===== src/rtl/cp0_regfile_pkg.sv =====
// CP0 shared definitions: register numbers, exception codes, field positions.
package cp0_defs;

    // CP0 register numbers served by mfc0/mtc0
    localparam logic [4:0] REG_BADVADDR = 5'd8;
    localparam logic [4:0] REG_COUNT    = 5'd9;
    localparam logic [4:0] REG_COMPARE  = 5'd11;
    localparam logic [4:0] REG_STATUS   = 5'd12;
    localparam logic [4:0] REG_CAUSE    = 5'd13;
    localparam logic [4:0] REG_EPC      = 5'd14;

    // Exception codes recorded in Cause.ExcCode
    typedef enum logic [4:0] {
        EXC_INT  = 5'h00,
        EXC_ADEL = 5'h04,
        EXC_ADES = 5'h05,
        EXC_SYS  = 5'h08,
        EXC_BP   = 5'h09,
        EXC_RI   = 5'h0a,
        EXC_OV   = 5'h0c
    } exccode_e;

    // Status field positions
    localparam int STATUS_IE_BIT  = 0;
    localparam int STATUS_EXL_BIT = 1;
    localparam int STATUS_IM_LO   = 8;
    localparam int STATUS_IM_HI   = 15;

    // Cause field positions
    localparam int CAUSE_EXC_LO  = 2;
    localparam int CAUSE_EXC_HI  = 6;
    localparam int CAUSE_IPS_LO  = 8;
    localparam int CAUSE_IPS_HI  = 9;
    localparam int CAUSE_IPH_LO  = 10;
    localparam int CAUSE_IPH_HI  = 15;
    localparam int CAUSE_TI_BIT  = 30;
    localparam int CAUSE_BD_BIT  = 31;

    // Status bits that software may change; the rest are fixed at reset value
    localparam logic [31:0] STATUS_WMASK         = 32'h0000_FF03;
    localparam logic [31:0] STATUS_RESET_DEFAULT = 32'h0040_0000;

    // Address-error exceptions are the only ones that capture BadVAddr
    function automatic logic is_addr_exc(input logic [4:0] code);
        return (code == EXC_ADEL) || (code == EXC_ADES);
    endfunction

endpackage


===== src/rtl/cp0_regfile_timer.sv =====
// CP0 Count/Compare timer: prescaled Count, Compare, and the sticky timer interrupt.
module cp0_timer
    import cp0_defs::*;
#(
    parameter int TICK_DIV = 2
) (
    input  logic        clk,
    input  logic        rst,
    input  logic        count_we,
    input  logic        compare_we,
    input  logic [31:0] wdata,
    output logic [31:0] count,
    output logic [31:0] compare,
    output logic        ti
);

    localparam int            TW        = (TICK_DIV > 1) ? $clog2(TICK_DIV) : 1;
    localparam logic [TW-1:0] TICK_LAST = TW'(TICK_DIV - 1);

    logic [TW-1:0] tick_q,    tick_d;
    logic [31:0]   count_q,   count_d;
    logic [31:0]   compare_q, compare_d;
    logic          ti_q,      ti_d;

    // Next-state for prescaler, Count, Compare and TI
    always_comb begin
        tick_d    = tick_q;
        count_d   = count_q;
        compare_d = compare_q;
        ti_d      = ti_q;

        // A software load of Count restarts the prescale period
        if (count_we) begin
            count_d = wdata;
            tick_d  = '0;
        end else if (tick_q == TICK_LAST) begin
            count_d = count_q + 32'd1;
            tick_d  = '0;
        end else begin
            tick_d  = tick_q + TW'(1);
        end

        if (compare_we) begin
            compare_d = wdata;
        end else begin
            compare_d = compare_q;
        end

        // Writing Compare acknowledges the timer interrupt, even against a match
        if (compare_we) begin
            ti_d = 1'b0;
        end else if (count_q == compare_q) begin
            ti_d = 1'b1;
        end else begin
            ti_d = ti_q;
        end
    end

    // Timer state registers with synchronous reset
    always_ff @(posedge clk) begin
        if (rst) begin
            tick_q    <= '0;
            count_q   <= 32'h0000_0000;
            compare_q <= 32'h0000_0000;
            ti_q      <= 1'b0;
        end else begin
            tick_q    <= tick_d;
            count_q   <= count_d;
            compare_q <= compare_d;
            ti_q      <= ti_d;
        end
    end

    assign count   = count_q;
    assign compare = compare_q;
    assign ti      = ti_q;

endmodule


===== src/rtl/cp0_regfile.sv =====
// CP0 register file: exception/eret commit, mtc0/mfc0 access, interrupt pending.
module cp0_regfile
    import cp0_defs::*;
#(
    parameter int          TICK_DIV     = 2,
    parameter logic [31:0] STATUS_RESET = 32'h0040_0000
) (
    input  logic        clk,
    input  logic        rst,
    input  logic        we,
    input  logic [4:0]  waddr,
    input  logic [31:0] wdata,
    input  logic [4:0]  raddr,
    output logic [31:0] rdata,
    input  logic        exception_occur,
    input  logic [4:0]  ExcCode_in,
    input  logic        is_bd,
    input  logic [31:0] epc_in,
    input  logic [31:0] badvaddr_in,
    input  logic        eret,
    input  logic [5:0]  hw_int,
    output logic [31:0] Status,
    output logic [31:0] Cause,
    output logic [31:0] EPC,
    output logic [31:0] Count,
    output logic        int_pending
);

    logic        wr_status_s, wr_cause_s, wr_epc_s, wr_count_s, wr_compare_s;
    logic [31:0] compare_s;
    logic        ti_s;

    logic [7:0]  im_q,       im_d;
    logic        exl_q,      exl_d;
    logic        ie_q,       ie_d;
    logic        bd_q,       bd_d;
    logic [5:0]  ip_hw_q,    ip_hw_d;
    logic [1:0]  ip_sw_q,    ip_sw_d;
    logic [4:0]  exc_q,      exc_d;
    logic [31:0] epc_q,      epc_d;
    logic [31:0] badvaddr_q, badvaddr_d;

    assign wr_status_s  = we && (waddr == REG_STATUS);
    assign wr_cause_s   = we && (waddr == REG_CAUSE);
    assign wr_epc_s     = we && (waddr == REG_EPC);
    assign wr_count_s   = we && (waddr == REG_COUNT);
    assign wr_compare_s = we && (waddr == REG_COMPARE);

    cp0_timer #(
        .TICK_DIV (TICK_DIV)
    ) u_timer (
        .clk        (clk),
        .rst        (rst),
        .count_we   (wr_count_s),
        .compare_we (wr_compare_s),
        .wdata      (wdata),
        .count      (Count),
        .compare    (compare_s),
        .ti         (ti_s)
    );

    // Next-state for Status/Cause/EPC/BadVAddr; exception beats eret beats mtc0
    always_comb begin
        im_d       = im_q;
        exl_d      = exl_q;
        ie_d       = ie_q;
        bd_d       = bd_q;
        ip_sw_d    = ip_sw_q;
        exc_d      = exc_q;
        epc_d      = epc_q;
        badvaddr_d = badvaddr_q;

        // IM and IE are untouched by exception/eret, so mtc0 always lands there
        if (wr_status_s) begin
            im_d = wdata[STATUS_IM_HI:STATUS_IM_LO];
            ie_d = wdata[STATUS_IE_BIT];
        end else begin
            im_d = im_q;
            ie_d = ie_q;
        end

        if (wr_cause_s) begin
            ip_sw_d = wdata[CAUSE_IPS_HI:CAUSE_IPS_LO];
        end else begin
            ip_sw_d = ip_sw_q;
        end

        // Hardware lines are sampled every cycle; TI is folded onto line 5
        ip_hw_d = {hw_int[5] | ti_s, hw_int[4:0]};

        if (exception_occur) begin
            exl_d = 1'b1;
            exc_d = ExcCode_in;
            // A nested exception keeps the original return point
            if (!exl_q) begin
                epc_d = is_bd ? (epc_in - 32'd4) : epc_in;
                bd_d  = is_bd;
            end else begin
                epc_d = epc_q;
                bd_d  = bd_q;
            end
            if (is_addr_exc(ExcCode_in)) begin
                badvaddr_d = badvaddr_in;
            end else begin
                badvaddr_d = badvaddr_q;
            end
        end else if (eret) begin
            exl_d = 1'b0;
            if (wr_epc_s) begin
                epc_d = wdata;
            end else begin
                epc_d = epc_q;
            end
        end else begin
            if (wr_status_s) begin
                exl_d = wdata[STATUS_EXL_BIT];
            end else begin
                exl_d = exl_q;
            end
            if (wr_epc_s) begin
                epc_d = wdata;
            end else begin
                epc_d = epc_q;
            end
        end
    end

    // Architectural register state with synchronous reset
    always_ff @(posedge clk) begin
        if (rst) begin
            im_q       <= STATUS_RESET[STATUS_IM_HI:STATUS_IM_LO];
            exl_q      <= STATUS_RESET[STATUS_EXL_BIT];
            ie_q       <= STATUS_RESET[STATUS_IE_BIT];
            bd_q       <= 1'b0;
            ip_hw_q    <= 6'b00_0000;
            ip_sw_q    <= 2'b00;
            exc_q      <= 5'h00;
            epc_q      <= 32'h0000_0000;
            badvaddr_q <= 32'h0000_0000;
        end else begin
            im_q       <= im_d;
            exl_q      <= exl_d;
            ie_q       <= ie_d;
            bd_q       <= bd_d;
            ip_hw_q    <= ip_hw_d;
            ip_sw_q    <= ip_sw_d;
            exc_q      <= exc_d;
            epc_q      <= epc_d;
            badvaddr_q <= badvaddr_d;
        end
    end

    // Assemble architectural views of the registers and the interrupt request
    always_comb begin
        Status = (STATUS_RESET & ~STATUS_WMASK)
               | {16'h0000, im_q, 6'b00_0000, exl_q, ie_q};
        Cause  = {bd_q, ti_s, 14'h0000, ip_hw_q, ip_sw_q, 1'b0, exc_q, 2'b00};
        EPC    = epc_q;
        int_pending = ie_q & ~exl_q & (|({ip_hw_q, ip_sw_q} & im_q));
    end

    // mfc0 read mux: current register values, no write bypass
    always_comb begin
        case (raddr)
            REG_BADVADDR: rdata = badvaddr_q;
            REG_COUNT:    rdata = Count;
            REG_COMPARE:  rdata = compare_s;
            REG_STATUS:   rdata = Status;
            REG_CAUSE:    rdata = Cause;
            REG_EPC:      rdata = epc_q;
            default:      rdata = 32'h0000_0000;
        endcase
    end

endmodule

===== config.mk =====
export PLATFORM = sky130hd
export DESIGN_NAME = cp0_regfile
export DESIGN_NICKNAME = d
export VERILOG_FILES = /design/src/rtl/cp0_regfile_pkg.sv /design/src/rtl/cp0_regfile_timer.sv /design/src/rtl/cp0_regfile.sv
export SDC_FILE = /design/constraint.sdc
export NUM_CORES = 1
export LEC_CHECK = 0
export ABC_AREA = 1
export BUFFER_PORTS_ARGS = -buffer_cell sky130_fd_sc_hd__buf_2
export CORE_AREA = 2 2 179 181
export DETAILED_ROUTE_END_ITERATION = 10
export DIE_AREA = 0 0 181 183
export PLACE_DENSITY = 0.61
export SYNTH_ARGS = -nofsm -noshare
export SYNTH_HDL_FRONTEND = slang
export SYNTH_SLANG_ARGS = --single-unit
export TNS_END_PERCENT = 100

===== constraint.sdc =====
create_clock -name clk -period 4.3 [get_ports clk]
set_input_delay 0.215 -clock clk [delete_from_list [all_inputs] [get_ports clk]]
set_output_delay 0.215 -clock clk [all_outputs]
set_load 0.05 [all_outputs]

==> results of run 1 <==
how the worst min path moves through the flow:
stage,start,slack [ps],to,cells after the start
after global routing,badvaddr_in[4],5,badvaddr_q[4]$_SDFFE_PP0P_,3
final,badvaddr_in[0],-2,badvaddr_q[0]$_SDFFE_PP0P_,3
after detailed placement,hw_int[0],420,ip_hw_q[0]$_SDFF_PP0_,3
after global placement,hw_int[0],420,ip_hw_q[0]$_SDFF_PP0_,3
after floorplan,hw_int[0],320,ip_hw_q[0]$_SDFF_PP0_,2
after CTS,badvaddr_in[0],2,badvaddr_q[0]$_SDFFE_PP0P_,3
synth_stat cells (all sizes together), types with 27 or more instances:
master  count  area, µm²
nand2     271       1030
nor2      217        875
dfxtp     154       3080
inv       152        571
o21ai     125        626
a21oi     119        611
buf        58        410
nand3      53        305
clkbuf     47        188
xor2       28        245
nand4      27        169
power breakdown:
part / internal (mW) / switching, mW / total [mW]
Clock: 0.916 / 0.623 / 1.54
Sequential: 1.48 / 0.0718 / 1.55
Combinational: 0.150 / 0.487 / 0.637
metrics by stage:
step	std cells	hold slack [ps]	util [%]
6_report	2024	-1.71	35.9
5_1_grt	2023	5.12	35.9
4_1_cts	2022	1.52	35.9
3_5_place_dp	1983	421	33.8
3_3_place_gp	1983	422	33.8
2_1_floorplan	1431	322	-
tightest hold or removal path, cell delays in order:
cell	delay, ps
buf_2	80
nor2_1	40
nor2_1	80
layer usage:
| metal | vias up | track usage [%] |
|---|---|---|
| li1 | 4978 | - |
| met1 | 4851 | 32.1 |
| met2 | 566 | 37.1 |
| met3 | 77 | 4.81 |
| met4 | 0 | 9.53 |
| met5 | - | 0 |
cell type report:
| type | count | area, µm² |
|---|---|---|
| clock inverters | 6 | 86.3 |
| fillers | 3424 | 20000 |
| inverters | 153 | 576 |
| well taps | 402 | 503 |
| diodes | 2 | 5.00 |
| repair buffers | 263 | 1380 |
| clock buffers | 26 | 499 |
| multi-input cells | 1018 | 5090 |
| flip-flops and latches | 154 | 3080 |
flip-flops by register name (all words and copies together), names as in the netlist:
signal,flops
EPC,32
badvaddr_q,32
u_timer.compare,32
u_timer.count,32
im_q,8
ip_hw_q,6
exc_q,5
ip_sw_q,2
bd_q,1
exl_q,1
ie_q,1
u_timer.ti,1
u_timer.tick_q,1
cell families after synthesis:
group / after synthesis
buf+inv: 259
simple gates: 598
compound gates: 346
fa+ha+maj: 2
xor+xnor: 33
flops: 154
other cells: 2
what timing repair did:
action | 4_1_cts | 5_1_grt
endpoints found under the setup margin | 0 | 0
hold buffers | 7 | 0
buffers inserted | 0 | 0
endpoints found under the hold margin | 7 | 0
==> results.md, run 1 <==
- Final max-slew violation count: 0
- Cell variety after synth: 50
- CP arrival: 2260 ps
- Syn avg cell area: 6.59 µm²
- Pre-Repair DR Iteration Count: 5
- MaxCap Viol Count: 0
- Initial Util: 29.4%
- Post-synth EDFFs: 0
- Post-synth ARST share: 0%
- Post-Route WL: 40.3 mm
- Power Total: 3.72 mW
- Final Cycle Share: 57.5%
- Post-Synth Adder-Cell Area: 0.272%
- Min-Delay Path Class: in -> reg
- Final ANT Viol Nets: 0
- Initial antenna violation count: 2
- Pre-CTS WS: 1860 ps
- CP endpoint kind: output port
- DR vias/cell: 5.17
- Worst path max stage delay: 810 ps
- Worst path cell trace: buf_2 > nor2_1 > nand3_1 > inv_1 > a221oi_1 > o211ai_1 > buf_2
- Crit path launch type: input pin
- Most frequent CP cell: buf_2
- Pleak: 4.86 nW
- CTS tree: built
- DR WL/cell: 19.9 µm
- Critical Path Start: raddr[0]
- DIE WIDTH: 181 µm
- Max Fclk: 0.404 GHz
- Final count of negative-setup-slack endpoints: 0
- Worst path slowest cell: inv_1
- Reg2reg setup slack: 2280 ps
- Top_reg_cell synth: dfxtp_1
- CTS Buf Count: 17
- Rel. slew slack: 23.3%
- Compound-cell area share of the yosys netlist: 21.9%
- Vias in the first global route: 9,746
- Multiplexer area fraction after synthesis: 0%
- Cell Pwr Density: 332 nW/µm²
- Root buf cell: clkbuf_16
- Die height: 183 µm
- Clock slew at reported path FFs: 60 ps
- Area Growth Syn to Fin: 22.1%
- Hold slack: -1.71 ps
- Post-synthesis sequential area ratio: 33.5%
- Post-Synth XOR/XNOR Area: 3.14%
- Met2 WL post-DR: 18.0 mm
- Num Clock Sinks: 154
- Post-Syn Area: 9190 µm²
- Die Footprint: 33,100 µm²
- Worst skew pair latency: 450 ps
- Remaining DRCs: 0
- Via Count: 10.5k
- Crit path buf inv count: 3
- RR Endpoint: u_timer.count[17]$_SDFFE_PP0P_
- Clock buffer depth: 2
- Grt ovf: 0
- Met3 wire length: 3.55 mm
- Total GRT Usage: 23.8%
- Yosys warnings: 0
- Final min period: 2470 ps
- Final HPWL DP: 31.4 mm
- Final setup TNS: 0 ps
- PnR worst setup slack: 1830 ps
- Worst-Margin Slew: 1150 ps
- R2r worst-path depth: 8
- VDD IR max: 0.193 mV
- Status: finished with violations
- # port buffers: 244
- Top Ports: 284
- Violated checks: negative hold slack
- Final hold vios: 3
- Clock skew: 15.3 ps
- RSZ-0062 raised after global routing: no
- Initial DRC count: 962
- Commonest non-fill, non-tap cell in the layout: nand2_1
- Fin area: 11,200 µm²
- Critical path peak fanout: 31
- Nets: 1,732
- Synth Instances: 1,394
- Row cnt: 65
- Seq cells post-synth: 154
- Crit-path leading delay family: buffers and inverters
- Synth Area in Simple Gates: 28.3%
- M1 WL: 17.5 mm
- Worst EP required: 4090 ps
- Largest net degree at the start of global routing: 66
- FF-to-FF Start: u_timer.count[3]$_SDFFE_PP0P_
- Number of gates resized after cts: 0
- Htree depth: 4
- First-pass GRT wire length: 59.8 mm
- Critical path endpoint: rdata[14]
- Core area: 31,200 µm²
- Highest routing layer actually used: met4
- WP depth: 7
- Commonest cells after routing, fill and taps aside: nand2_1, buf_2, nor2_1
- GPL Wtd Cong: 0.974
- Crit path kind: in -> out
- Largest family of logic cells by synthesized area: simple AND/OR/NAND/NOR gates
- Post-DP Area: 10,600 µm²
- Layout cells sized above 1: 20.9%
Power figures use the tool's default switching activity.
==> run 2: changes to the inputs <==
--- a/config.mk
+++ b/config.mk
@@ -10,7 +10,7 @@
 export CORE_AREA = 2 2 179 181
 export DETAILED_ROUTE_END_ITERATION = 10
 export DIE_AREA = 0 0 181 183
-export PLACE_DENSITY = 0.61
+export PLACE_DENSITY = 0.63
 export SYNTH_ARGS = -nofsm -noshare
 export SYNTH_HDL_FRONTEND = slang
 export SYNTH_SLANG_ARGS = --single-unit
==> constraint.sdc (replaced) <==
create_clock -name clk -period 2.2 [get_ports clk]
set_input_delay 0.11 -clock clk [delete_from_list [all_inputs] [get_ports clk]]
set_output_delay 0.11 -clock clk [all_outputs]
set_load 0.05 [all_outputs]
==> run 2 against run 1 <==
Effect of this change: the run now ends clean; cell count grew 3.2%; die area stayed put; worst hold slack improved by 17 ps; sequential power rose by 94%; combinational power grew 110%; cell area grew 6.5%; wire length grew 1.0%; critical endpoint is now rdata[6]; largest cell class unchanged.
==> results.md, run 2 (same netlist as run 1, synthesis figures left out) <==
- Final count of negative-setup-slack endpoints: 0 (unchanged)
- Worst-Margin Slew: 938 ps (was 1150 ps)
- Num Clock Sinks: 154 (unchanged)
- Initial DRC count: 1,050 (was 962)
- Worst Hold Depth: 3 (unchanged)
- VDD IR max: 0.375 mV (was 0.193 mV)
- RR Endpoint: u_timer.count[22]$_SDFFE_PP0P_ (was u_timer.count[17]$_SDFFE_PP0P_)
- Initial antenna violation count: 4 (was 2)
- Min-Delay Path Class: in -> reg (unchanged)
- Die Footprint: 33,100 µm² (unchanged)
- Pre-Repair DR Iteration Count: 5 (unchanged)
- Rel. slew slack: 37.4% (was 23.3%)
- Final min period: 2000 ps
- Final Cycle Share: 91.1%
- Crit-path leading delay family: buffers and inverters (unchanged)
- Clock power frac: 42.3% (was 41.3%)
- Vias in the first global route: 9,932 (was 9,746)
- Commonest cells after routing, fill and taps aside: nand2_1, buf_2, nor2_1 (unchanged)
- CP arrival: 1890 ps (was 2260 ps)
- Post-Route WL: 40.8 mm (was 40.3 mm)
- Crit path launch type: input pin (unchanged)
- Worst path max stage delay: 320 ps (was 810 ps)
- Status: finished clean (was finished with violations)
- Critical path peak fanout: 27 (was 31)
- HP Start: wdata[3] (was badvaddr_in[0])
- Sequential share of power: 39.9% (was 41.6%)
- Reg2reg setup slack: 280 ps (was 2280 ps)
- CTS tree: built (unchanged)
- NetSw: 2.35 mW (was 1.18 mW)
- Die height: 183 µm (unchanged)
- Final hold vios: 0 (was 3)
- Final setup TNS: 0 ps (unchanged)
- Int Pwr: 5.19 mW (was 2.54 mW)
- Total GRT Usage: 23.9% (was 23.8%)
- Clock slew at reported path FFs: 60 ps (about the same)
- MaxCap Viol Count: 0 (unchanged)
- Worst path cell trace: buf_2 > nor2_1 > inv_1 > nor2_2 > inv_2 > nor2_1 > a221oi_1 > o221ai_1 > buf_2 (was buf_2 > nor2_1 > nand3_1 > inv_1 > a221oi_1 > o211ai_1 > buf_2)
- Root buf cell: clkbuf_16 (unchanged)
- Final max-slew violation count: 0 (unchanged)
- Area Growth Syn to Fin: 30.0% (was 22.1%)
- # port buffers: 244 (unchanged)
- R2r worst-path depth: 8 (unchanged)
- Largest net degree at the start of global routing: 66 (unchanged)
- CP endpoint kind: output port (unchanged)
- Commonest non-fill, non-tap cell in the layout: nand2_1 (unchanged)
- Cell Pwr Density: 631 nW/µm² (was 332 nW/µm²)
- Row cnt: 65 (unchanged)
- FF-to-FF Start: u_timer.count[0]$_SDFFE_PP0P_ (was u_timer.count[3]$_SDFFE_PP0P_)
- Layout cells sized above 1: 21.5% (was 20.9%)
- Initial Util: 29.4% (unchanged)
- First-pass GRT wire length: 59.9 mm (was 59.8 mm)
- PnR worst setup slack: 196 ps (was 1830 ps)
- CTS Buf Count: 17 (unchanged)
- Number of gates resized after cts: 0 (unchanged)
- Via Count: 10.7k (was 10.5k)
- Pleak: 5.19 nW (was 4.86 nW)
- GPL Wtd Cong: 0.966 (was 0.974)
- Hold EP: EPC[3]$_SDFFE_PP0P_ (was badvaddr_q[0]$_SDFFE_PP0P_)
- RSZ-0062 raised after global routing: no (unchanged)
- Worst EP required: 2090 ps (was 4090 ps)
- Htree depth: 4 (unchanged)
- Worst skew pair latency: 430 ps (was 450 ps)
- Top Ports: 284 (unchanged)
- WP depth: 9 (was 7)
- Clock buffer depth: 2 (unchanged)
- Max Fclk: 0.499 GHz
- Crit path kind: in -> out (unchanged)
- DIE WIDTH: 181 µm (unchanged)
- DR WL/cell: 19.5 µm (was 19.9 µm)
- Pre-CTS WS: 246 ps (was 1860 ps)
- Grt ovf: 0 (unchanged)
- Crit path buf inv count: 4 (was 3)
- DR vias/cell: 5.15 (was 5.17)
- Net Sw Frac: 31.2% (was 31.7%)
- Core area: 31,200 µm² (unchanged)
- Clock skew: 8.81 ps (was 15.3 ps)
- Final ANT Viol Nets: 0 (unchanged)
- Remaining DRCs: 0 (unchanged)
- Nets: 1,795 (was 1,732)
- Comb power frac: 17.9% (was 17.1%)
- Final HPWL DP: 31.8 mm (was 31.4 mm)
- Worst path slowest cell: buf_2 (was inv_1)
==> run 2: changes by cell type in the layout (fill, tap and decap cells not counted), sizes merged <==
| cell | change |
|---|---|
| clkbuf | -4 |
| inv | +2 |
| bufinv | +1 |
| dlygate4sd3 | +45 |
| clkinvlp | +1 |
| diode | +1 |
| buf | +18 |
==> run 2: layout make-up <==
class | instances | area [µm²]
Fill cell | 3375 | 19300
Multi-Input combinational cell | 1018 | 5090
Sequential cell | 154 | 3080
Timing Repair Buffer | 326 | 2060
Inverter | 153 | 574
Tap cell | 402 | 503
Clock buffer | 22 | 494
Clock inverter | 10 | 138
Antenna cell | 3 | 7.51
==> run 2: layer usage <==
metal / global-route usage (%) / up-vias / wire length, µm
li1: - / 5099 / -
met5: 0 / - / 0
met3: 3.93 / 86 / 3150
met2: 36.6 / 561 / 17700
met4: 11.2 / 0 / 1650
met1: 32.9 / 4998 / 18200
==> run 2: power by group through the flow <==
stage               sequential, mW  clock [mW]  combinational [mW]
finish                        3.01        3.19                1.35
global route                  3.01        3.32                1.44
detailed placement            3.06           0                1.26
CTS                           3.00        3.21                1.33
global placement              3.07           0                1.25
floorplan                     3.25           0               0.650
==> run 2: repair_timing <==
action                     CTS  global route
hold endpoints to repair    50             0
setup endpoints to repair    0             0
buffers inserted             0             0
hold buffers                52             0
==> run 2: worst max path at each step <==
stage / from / to / slack, ps
floorplan: u_timer.count[0]$_SDFFE_PP0P_ / u_timer.count[30]$_SDFFE_PP0P_ / 250
global route: raddr[3] / rdata[6] / 70
global placement: raddr[3] / rdata[5] / 230
finish: raddr[2] / rdata[6] / 200
detailed placement: raddr[2] / rdata[6] / 250
CTS: u_timer.count[13]$_SDFFE_PP0P_ / rdata[13] / 220
==> run 2: through the flow <==
step | area (µm²) | power, mW | hold slack (ps) | std cells | util, %
floorplan | 9330 | 3.90 | 217 | 1431 | -
global placement | 10800 | 4.32 | 311 | 2001 | 34.5
detailed placement | 10800 | 4.32 | 317 | 2001 | 34.5
CTS | 11900 | 7.55 | 0.170 | 2085 | 38.2
global route | 11900 | 7.76 | 16.4 | 2088 | 38.3
finish | 11900 | 7.54 | 15.4 | 2088 | 38.3
==> run 2: worst min-delay path: stages <==
cell	delay, ps
buf_2	140
nand2_1	70
a31oi_1	70
